`config.mk`:
```
export PLATFORM = sky130hd
export DESIGN_NAME = regfile_wb_arbiter
export DESIGN_NICKNAME = d
export VERILOG_FILES = /design/src/rtl/regfile_pkg.sv /design/src/rtl/regfile_wb_arbiter_rr_arb2.sv /design/src/rtl/regfile_wb_arbiter.sv
export SDC_FILE = /design/constraint.sdc
export NUM_CORES = 1
export LEC_CHECK = 0
export ABC_AREA = 1
export CORE_AREA = 2 2 106 108
export DETAILED_ROUTE_END_ITERATION = 6
export DIE_AREA = 0 0 108 110
export GPL_ROUTABILITY_DRIVEN = 1
export PLACE_DENSITY = 0.81
export SLEW_MARGIN = 40
export SYNTH_ARGS = -nofsm -noshare
export SYNTH_HDL_FRONTEND = slang
export SYNTH_SLANG_ARGS = --single-unit
```
`constraint.sdc`:
```
create_clock -name in_clk -period 2.95 [get_ports in_clk]
set_input_delay 0.295 -clock in_clk [delete_from_list [all_inputs] [get_ports in_clk]]
set_output_delay 0.295 -clock in_clk [all_outputs]
set_load 0.03 [all_outputs]
```
`src/rtl/regfile_pkg.sv`:
```
// Shared constants and types for the MIPS register file and its writeback arbiter.
package regfile_pkg;

  localparam int AW   = 5;
  localparam int DW   = 32;
  localparam int NREG = 32;

  localparam logic [AW-1:0] REG_ZERO = 5'd0;

  typedef enum logic {
    WB_ALU = 1'b0,
    WB_MEM = 1'b1
  } wb_req_e;

endpackage

```
`src/rtl/regfile_wb_arbiter_rr_arb2.sv`:
```
// Two-way round-robin grant; the pointer moves to the loser only after a contested cycle.
module rr_arb2
  import regfile_pkg::*;
(
  input  logic    clk,
  input  logic    rst,
  input  logic    val0,
  input  logic    val1,
  output logic    gnt0,
  output logic    gnt1,
  output wb_req_e winner,
  output logic    contested
);

  wb_req_e ptr_q;
  wb_req_e ptr_d;

  always_comb begin
    gnt0      = 1'b0;
    gnt1      = 1'b0;
    winner    = WB_ALU;
    contested = val0 && val1;
    if (contested) begin
      winner = ptr_q;
      gnt0   = (ptr_q == WB_ALU);
      gnt1   = (ptr_q == WB_MEM);
    end else if (val0) begin
      winner = WB_ALU;
      gnt0   = 1'b1;
    end else if (val1) begin
      winner = WB_MEM;
      gnt1   = 1'b1;
    end
  end

  // The loser of a contested cycle gets priority next time.
  always_comb begin
    ptr_d = ptr_q;
    if (contested) begin
      ptr_d = (ptr_q == WB_ALU) ? WB_MEM : WB_ALU;
    end
  end

  always_ff @(posedge clk or posedge rst) begin
    if (rst) begin
      ptr_q <= WB_ALU;
    end else begin
      ptr_q <= ptr_d;
    end
  end

endmodule

```
`src/rtl/regfile_wb_arbiter.sv`:
```
// Register-file write-port arbiter with output register, pending-write scoreboard
// and saturating stall counter.
module regfile_wb_arbiter #(
  parameter int AW = regfile_pkg::AW,
  parameter int DW = regfile_pkg::DW,
  parameter int CW = 16
) (
  input  logic          in_clk,
  input  logic          clr,
  input  logic          in_val0,
  input  logic          in_val1,
  input  logic [AW-1:0] in_dst0,
  input  logic [AW-1:0] in_dst1,
  input  logic [DW-1:0] in_dat0,
  input  logic [DW-1:0] in_dat1,
  output logic          out_rdy0,
  output logic          out_rdy1,
  output logic [AW-1:0] out_SC,
  output logic [DW-1:0] out_PC,
  output logic          out_RFL,
  input  logic          in_issue,
  input  logic [AW-1:0] in_issue_dst,
  input  logic [AW-1:0] in_SA,
  input  logic [AW-1:0] in_SB,
  output logic          out_hazA,
  output logic          out_hazB,
  output logic [CW-1:0] out_stalls
);

  import regfile_pkg::*;

  wb_req_e       winner;
  logic          contested;
  logic          accept;
  logic [AW-1:0] sel_dst;
  logic [DW-1:0] sel_dat;
  logic          stall_evt;

  logic          rfl_q, rfl_d;
  logic [AW-1:0] sc_q, sc_d;
  logic [DW-1:0] pc_q, pc_d;
  logic [NREG-1:0] pend_q, pend_d;
  logic [CW-1:0] stalls_q, stalls_d;

  rr_arb2 u_arb (
    .clk       (in_clk),
    .rst       (clr),
    .val0      (in_val0),
    .val1      (in_val1),
    .gnt0      (out_rdy0),
    .gnt1      (out_rdy1),
    .winner    (winner),
    .contested (contested)
  );

  assign accept    = (in_val0 && out_rdy0) || (in_val1 && out_rdy1);
  assign sel_dst   = (winner == WB_MEM) ? in_dst1 : in_dst0;
  assign sel_dat   = (winner == WB_MEM) ? in_dat1 : in_dat0;
  assign stall_evt = (in_val0 && !out_rdy0) || (in_val1 && !out_rdy1);

  // A granted write to register 0 completes the handshake but never reaches the port.
  always_comb begin
    rfl_d = 1'b0;
    sc_d  = sc_q;
    pc_d  = pc_q;
    if (accept && (sel_dst != REG_ZERO)) begin
      rfl_d = 1'b1;
      sc_d  = sel_dst;
      pc_d  = sel_dat;
    end
  end

  // Clear on commit first, then set, so a same-cycle re-issue stays pending.
  always_comb begin
    pend_d = pend_q;
    if (rfl_q) begin
      pend_d[sc_q] = 1'b0;
    end
    if (in_issue && (in_issue_dst != REG_ZERO)) begin
      pend_d[in_issue_dst] = 1'b1;
    end
    pend_d[0] = 1'b0;
  end

  always_comb begin
    stalls_d = stalls_q;
    if (stall_evt && (stalls_q != {CW{1'b1}})) begin
      stalls_d = stalls_q + 1'b1;
    end
  end

  always_ff @(posedge in_clk or posedge clr) begin
    if (clr) begin
      rfl_q    <= 1'b0;
      sc_q     <= '0;
      pc_q     <= '0;
      pend_q   <= '0;
      stalls_q <= '0;
    end else begin
      rfl_q    <= rfl_d;
      sc_q     <= sc_d;
      pc_q     <= pc_d;
      pend_q   <= pend_d;
      stalls_q <= stalls_d;
    end
  end

  assign out_RFL    = rfl_q;
  assign out_SC     = sc_q;
  assign out_PC     = pc_q;
  assign out_stalls = stalls_q;
  assign out_hazA   = pend_q[in_SA];
  assign out_hazB   = pend_q[in_SB];

  // contested is consumed inside the arbiter; keep it referenced here for clarity.
  logic unused_ok;
  assign unused_ok = contested;

endmodule

```
# Yosys cells after proc, flatten, opt, wreduce, memory -nomap -nowiden

Cells that the tools add are included.

Output and inout port bits: 58
Bits in read-only memories: 0
Logic and storage cells: 53
RAM bits: 0
Memories kept: 0
Bits in latches: 0
Bits in registers: 86
Input bits: 94

Order comparisons: 6
Mux-type cells: 19
Bitwise logic cells: 4
Reductions and logical operators: 16
Equal/unequal tests: 1
Multiply operators: 0
Divide/modulo/power cells: 0
Add/subtract/negate cells: 1
Shift-type cells: 0

Operators by type and width:

| kind                                                                   | count |
|---|---|
| 32-bit 2-to-1 mux                                                      | 3 |
| 32-bit AND                                                             | 1 |
| 32-bit inverter                                                        | 1 |
| 32-bit bitwise OR                                                      | 1 |
| 5-bit by 6-bit < comparator with 1-bit output (second input constant)  | 4 |
| 16-bit by 1-bit adder with 16-bit output (second input constant)       | 1 |
| 16-bit != test (second input constant)                                 | 1 |
| 1-bit 2-to-1 mux                                                       | 11 |
| 1-bit binary-select mux with 5-bit select                              | 2 |
| 1-bit demux with 5-bit select                                          | 2 |
| 5-bit by 1-bit >= comparator with 1-bit output (second input constant) | 2 |
| 1-bit logical AND                                                      | 10 |
| 5-bit nonzero test                                                     | 2 |
| 5-bit 2-to-1 mux                                                       | 1 |
| 1-bit logical NOT                                                      | 2 |
| 1-bit logical OR                                                       | 2 |
| 1-bit inverter                                                         | 1 |

# Depth between registers and ports, before layout

Gate-level depths: netlist of the first run.

Depth after elaboration: 9
Depth in mapped cells: 12
Gate-level depth less buffers: 9

# Hierarchy

Synthesis of the first run repeated with hierarchy kept, for this count alone.

Cells, all modules: 649
Area, all modules: 4,908.5 µm²

By module, submodules not included:

| module             | seq. area each (µm²) | instances | area an instance (µm²) | cells an instance |
|---|---|---|---|---|
| regfile_wb_arbiter | 2,127.0              | 1         | 4,833.4                | 637 |
| rr_arb2            | 25.0                 | 1         | 75.1                   | 12 |

# Worst setup path before layout of the first run

Ideal clock, no wire load.

Path kind: reg-to-reg
From: reg stalls_q[0] (netlist: out_stalls[0])
To: reg stalls_q[14] (netlist: out_stalls[14])
Stages on the path, launching flop included: 10
Buffers on the path: 1
Period minus slack after synthesis: 1.915 ns
Arrival: 1.792 ns
Path slack: 1.035 ns
Library setup time: 0.123 ns
Required time: 2.827 ns
Cells stage by stage: dfrtp_1 ha_1 nand2_1 nor2_1 nand4_1 nand3_1 inv_2 buf_2 o21ai_0 nand2_1

Longest elaborated chain between the ends: 2
Elaborated cells on any way between the ends: 3
Classes of those cells: add/sub (1); eq/ne (1); reduce/logical (1)

Ends and longest elaborated chain:

| element                                                                          | line                      | source |
|---|---|---|
| from (decl)                                                                      | regfile_wb_arbiter.sv:43  | `logic [CW-1:0] stalls_q, stalls_d;` |
| from (signal assigned)                                                           | regfile_wb_arbiter.sv:104 | `stalls_q <= stalls_d;` |
| branches (longest 2 deep; another with 16-bit by 1-bit adder with 16-bit output) | n/a                       |  |

Several ways; the timed one is not identified.
A chain may end at the register's enable or synchronous reset.

# Worst setup path after layout of the first run

From: in in_SA[0]
To: out out_hazA

Longest elaborated chain between the ends: 2

Ends and longest elaborated chain:

| element                                   | line                      | source |
|---|---|---|
| from (decl)                               | regfile_wb_arbiter.sv:23  | `input logic [AW-1:0] in_SA,` |
| 1-bit binary-select mux with 5-bit select | regfile_wb_arbiter.sv:112 | `assign out_hazA = pend_q[in_SA];` |
| 1-bit 2-to-1 mux (not written as such)    | regfile_wb_arbiter.sv:112 |  |
| to (decl)                                 | regfile_wb_arbiter.sv:25  | `output logic out_hazA,` |

Every way passes these cells. The select of a mux whose other input is x is not followed.

==> results.yml, run 1 <==
clock_network:
  ctsRootBufferMaster: "clkbuf_8"
  cts_tree: "yes"
  numCtsBuffers: 9
  cts.clk_slew.worst_paths_ps: 90
  clk_latency_ps: 360
  ctsResizeCount: 0
  cts_setup_buffers: 0
  h-tree-depth: 3
  ctsHoldBuffers: 0
  clock-sinks: 86
  clock_path_buffers: 2
worst_setup_path:
  crit_path_start_kind: "input pin"
  ff2ff_setup_slack_ps: 910
  crit_type: "in2out"
  r2r-start: "out_stalls[0]$_DFFE_PP0P_"
  arrival_ps: 2430
  required_ps: 2650
  crit_path_max_fanout: 18
  endpoint_kind: "output port"
  r2r_end: "out_stalls[8]$_DFFE_PP0P_"
  reg2regPathDepth: 7
grt:
  grt_antenna_before_repair: 0
  grt_max_degree: 35
  grt_pass1_wl_mm: 23.5
  grt_pass1_vias: 5037
  overflow: 0
  grt_usage_pct: 24.9
timing:
  grt_setup_unrepaired: "false"
  slew_headroom_pct: 68.8
  report.final.setup_viol: 0
  finalHoldWorstSlack_ps: 247
  tns_ps: 0
  worstMarginPinSlew_ps: 465
  skew_ps: 14.5
  hold_violations: 0
  finalMaxSlewViolations: 0
  min_period_over_period_pct: 92.4
  max_freq_mhz: 367
  setup_ws_ps: 223
  fin_crit_ps: 2730
logic_synthesis:
  synthTopCellsByArea: "dfrtp_1 44%, nand2_1 23%, nand3_1 12%, o21ai_0 6.9%, inv_1 3.2%"
  synthCells: 706
  yosys_warnings: 0
  synth_top_cell_by_area: "dfrtp_1"
  synth_top_cell_area_share_pct: 43.8
  ys_seq_area_share_pct: 43.8
  ys_ff_latch: 86
  syn-cell-area_um2: 4920
  syn_nets: 801
  synth.distinct_cells: 27
  avgSynthCellArea_um2: 6.97
floorplanning:
  die_h_um: 110
  die_w_um: 108
  start_util_pct: 46.0
  core-area_um2: 10700
  rows: 38
  io_pins: 152
  die-area_um2: 11900
cells_and_area:
  final_util_pct: 62.9
  multi_input_area_um2: 2430
  fill_cells: 922
  area_growth_pct: 36.8
  register_area_um2: 2150
  nets: 946
  drive_gt1_share_pct: 5.49
  diodes: 0
outcome:
  outcome: "finished, final reports clean"
detailed_routing:
  drt-total-wl_mm: 14.5
  vias_per_cell: 5.34
  dr.first_iter.drc_count: 340
  drc: 0
  detail-route-antenna-nets: 0
  vias: 5315
  wire_per_inst_um: 14.6
  first_pass_iters: 5
placement:
  dp_slack_ps: 233
  place_congestion: 1.07
  numPortBuffers: 151
  dp_hpwl_mm: 11.1
power:
  peakVddDrop_mv: 0.416
  p_per_area_nw_per_um2: 595
  finalPower_mw: 4.00
  p_leak_nw: 3.22
worst_hold_path:
  hold_class: "in2async"
job:
  cap_violations: 0
==> per-layer routing <==
layer	share of wire (%)	global-route usage (%)	vias up
met1	39	31.1	2411
met2	48	41.6	276
met4	3.8	12.5	0
li1	-	-	2571
met5	0	0	-
met3	9.0	4.82	57
==> cell families after synthesis <==
kind of cell	count (synthesis)	share of synthesized area (%)
buffers and inverters	77	6.89
adders and majority gates	1	0.254
AOI/OAI and AO/OA	80	8.78
DFF	86	43.8
xor gates and xnor gates	12	2.14
and+or+nand+nor	450	38.2
==> worst max path at each step <==
stage	depth (start not counted)	endpoint	startpoint	slack [ps]
2_1_floorplan	1	out_PC[0]$_DFFE_PP0P_	clr	430
3_3_place_gp	10	out_hazA	in_SA[0]	340
3_5_place_dp	10	out_hazA	in_SA[0]	230
4_1_cts	10	out_hazA	in_SA[0]	230
5_1_grt	10	out_hazA	in_SA[0]	60
6_report	10	out_hazA	in_SA[0]	220
==> cells in the final DEF (no fill, tap or decap) <==
| cell type | netlist | routed |
|---|---|---|
| o21ai_2 | 1 | 1 |
| xor2_1 | 5 | 5 |
| o21ai_0 | 68 | 68 |
| inv_6 | 0 | 2 |
| nand2_2 | 9 | 9 |
| ha_1 | 1 | 1 |
| clkdlybuf4s50_1 | 0 | 149 |
| clkinv_1 | 3 | 3 |
| o211ai_1 | 6 | 6 |
| clkinv_2 | 0 | 4 |
| nand2_1 | 303 | 303 |
| nor3_1 | 3 | 3 |
| nand3b_1 | 2 | 2 |
| o21ai_1 | 2 | 2 |
| inv_2 | 5 | 5 |
| clkbuf_8 | 0 | 9 |
| nor2_1 | 14 | 14 |
| buf_4 | 3 | 10 |
| a21oi_1 | 1 | 1 |
| o21bai_4 | 0 | 1 |
| inv_1 | 42 | 41 |
| or2_2 | 1 | 1 |
| a21boi_2 | 1 | 1 |
| clkinvlp_4 | 0 | 2 |
| xnor2_1 | 7 | 7 |
| buf_12 | 1 | 2 |
| nand3_1 | 114 | 114 |
| dfrtp_1 | 86 | 86 |
| nand4_1 | 4 | 4 |
==> Yosys cell counts <==
cell type    n
a21boi_2     1
ha_1         1
buf_4        3
clkbuf_1    15
buf_2        6
o21ai_2      1
o21bai_2     1
nand2_2      9
or2_2        1
clkinv_1     3
o21ai_1      2
nand4_1      4
xnor2_1      7
xor2_1       5
dfrtp_1     86
inv_1       42
nand3_1    114
a21oi_1      1
nand3b_1     2
o21ai_0     68
o211ai_1     6
buf_12       1
nand2_1    303
buf_6        2
inv_2        5
nor2_1      14
nor3_1       3
==> sequential cells by signal (all words and copies together), names as in the netlist <==
register / flops
out_PC: 32
out_stalls: 16
out_RFL: 1
pend_q: 31
u_arb.ptr_q: 1
out_SC: 5
==> worst max-delay path, cell delays in order <==
cell and delay, ps:
clkdlybuf4s50_1 490, clkinv_1 360, nand2_1 200, o211ai_1 100, nand3_1 90, nand3_1 80, nand2_1 60, nand2_1 40
nand2_1 50, clkdlybuf4s50_1 660
==> report_power, final <==
group / switching [mW] / total, mW / internal, mW
Combinational: 0.833 / 1.44 / 0.607
Sequential: 0.329 / 1.83 / 1.50
Clock: 0.428 / 0.735 / 0.307
==> area by class of cell <==
cell class                      count  area share, %
Inverter                           50           2.81
Clock buffer                        9           1.84
Multi-Input combinational cell    543           36.2
Timing Repair Buffer              161           23.9
Clock inverter                      7          0.707
Tap cell                          140           2.60
Sequential cell                    86           32.0
==> per-stage QoR <==
stage / std cells / instance area [µm²]
floorplan: 706 / 4920
global placement: 980 / 6560
detailed placement: 980 / 6560
CTS: 996 / 6730
global route: 996 / 6730
finish: 996 / 6730
No activity file was read; power rests on OpenSTA's default activity.
==> run 2, diff against run 1 <==
--- a/config.mk
+++ b/config.mk
@@ -11,7 +11,9 @@
 export DIE_AREA = 0 0 108 110
 export GPL_ROUTABILITY_DRIVEN = 1
 export PLACE_DENSITY = 0.81
+export SETUP_SLACK_MARGIN = 0.5
 export SLEW_MARGIN = 40
 export SYNTH_ARGS = -nofsm -noshare
 export SYNTH_HDL_FRONTEND = slang
+export SYNTH_HIERARCHICAL = 1
 export SYNTH_SLANG_ARGS = --single-unit
==> results.yml, run 2 <==
outcome:
  outcome: "finished, final reports clean"
cells_and_area:
  final_util_pct: 63.3
  register_area_um2: 2150
  multi_input_area_um2: 2440
  fill_cells: 942
  layout_common_cells: "233 x nand2_1, 149 x clkdlybuf4s50_1, 115 x nand3_1"
  diodes: 0
  largest_reg_flops: 32
  area_growth_pct: 38.1
  drive_gt1_share_pct: 8.83
  mostFrequentLayoutCell: "nand2_1"
  nets: 896
timing:
  hold_violations: 0
  finalMaxSlewViolations: 0
  tns_ps: 0
  slew_headroom_pct: 61.0
  finalHoldWorstSlack_ps: 157
  fin_crit_ps: 2360
  skew_ps: 8.52
  worstMarginPinSlew_ps: 583
  min_period_over_period_pct: 79.8
  max_freq_mhz: 425
  grt_setup_unrepaired: "false"
  report.final.setup_viol: 0
  setup_ws_ps: 595
worst_setup_path:
  crit_path_max_incr_delay_ps: 670
  crit_type: "in2out"
  reg2regPathDepth: 10
  path_cells: "clkdlybuf4s50_1, a21boi_4, buf_4, clkdlybuf4s50_1"
  crit_family: "buffers and inverters"
  required_ps: 2650
  endpoint_kind: "output port"
  r2r-start: "u_arb/ptr_q$_DFFE_PP0P_"
  ff2ff_setup_slack_ps: 970
  worstPathBufferInverterCount: 3
  crit_slowest_cell: "clkdlybuf4s50_1"
  arrival_ps: 2060
  crit_path_max_fanout: 10
  cp_common_cell: "clkdlybuf4s50_1"
  crit_path_start_kind: "input pin"
  r2r_end: "out_PC[6]$_DFFE_PP0P_"
power:
  power_frac_comb_pct: 39.2
  sequentialPowerShare_pct: 43.2
  clkPwrFrac_pct: 17.6
  p_leak_nw: 3.10
  p_sw_mw: 1.72
  peakVddDrop_mv: 0.349
  p_per_area_nw_per_um2: 641
  switching_share_pct: 39.6
  finalPower_mw: 4.34
  internal_power_mw: 2.62
clock_network:
  numCtsBuffers: 9
  cts_tree: "yes"
  ctsHoldBuffers: 0
  clk_latency_ps: 350
  cts.clk_slew.worst_paths_ps: 80
  h-tree-depth: 3
  clock-sinks: 86
  clock_path_buffers: 2
  ctsRootBufferMaster: "clkbuf_8"
floorplanning:
  core-area_um2: 10700
  rows: 38
  die_h_um: 110
  die-area_um2: 11900
  start_util_pct: 45.8
  die_w_um: 108
  io_pins: 152
grt:
  grt_antenna_before_repair: 0
  grt_max_degree: 60
  grt_pass1_vias: 4983
  grt_pass1_wl_mm: 24.0
  overflow: 0
  grt_usage_pct: 25.8
detailed_routing:
  first_pass_iters: 7
  detail-route-antenna-nets: 0
  drc: 0
  vias_per_cell: 5.34
  wire_per_inst_um: 15.7
  vias: 5037
  drt-total-wl_mm: 14.8
  dr.first_iter.drc_count: 373
worst_hold_path:
  hold_class: "in2async"
placement:
  dp_hpwl_mm: 11.3
  dp_slack_ps: 371
  numPortBuffers: 151
  place_congestion: 0.984
logic_synthesis:
  avgSynthCellArea_um2: 7.57
  yosys_warnings: 6
  syn_nets: 743
  synthCells: 648
  syn-cell-area_um2: 4900
job:
  cap_violations: 0
[run 2: per-stage QoR]
step,cells,area [µm²]
detailed placement,927,6580
global route,944,6770
CTS,941,6760
finish,944,6770
floorplan,648,4910
global placement,927,6580
[run 2: area by class of cell]
| type | count | share of cell area (%) |
|---|---|---|
| clock buffers | 12 | 1.99 |
| clock inverters | 2 | 0.517 |
| inverters | 49 | 2.88 |
| multi-input cells | 487 | 36.0 |
| flip-flops and latches | 86 | 31.8 |
| well taps | 140 | 2.59 |
| repair buffers | 166 | 24.0 |
| repair inverters | 2 | 0.222 |
[run 2: worst max path at each step]
stage	slack (ps)	endpoint	cells past startpoint	start
CTS	590	out_hazB	11	in_SB[0]
finish	590	out_rdy1	4	in_val1
global placement	350	out_hazB	11	in_SB[0]
floorplan	780	out_SC[0]$_DFFE_PP0P_	12	u_arb/ptr_q$_DFFE_PP0P_
detailed placement	370	out_hazB	11	in_SB[0]
global route	520	out_rdy1	4	in_val1
[run 2: power groups by stage]
stage	Sequential, mW	Clock [mW]	Combinational (mW)
floorplan	2.05	0	0.740
CTS	1.86	0.784	1.70
global placement	1.87	0	1.68
global route	1.91	0.825	1.87
detailed placement	1.89	0	1.70
finish	1.88	0.764	1.70
[run 2: timing repair]
action / 4_1_cts / 5_1_grt
gates resized for setup: 4 / 6
cloned: 0 / 2
endpoints found under the setup margin: 2 / 2
setup buffers: 0 / 1
[run 2: per-layer routing]
layer  global-route usage [%]  vias up  share of wire [%]
met5                        0        -                  0
met4                     9.80        0                3.0
met3                     6.70       32                8.0
met2                     43.2      237                 48
met1                     32.3     2323                 41
li1                         -     2445                  -
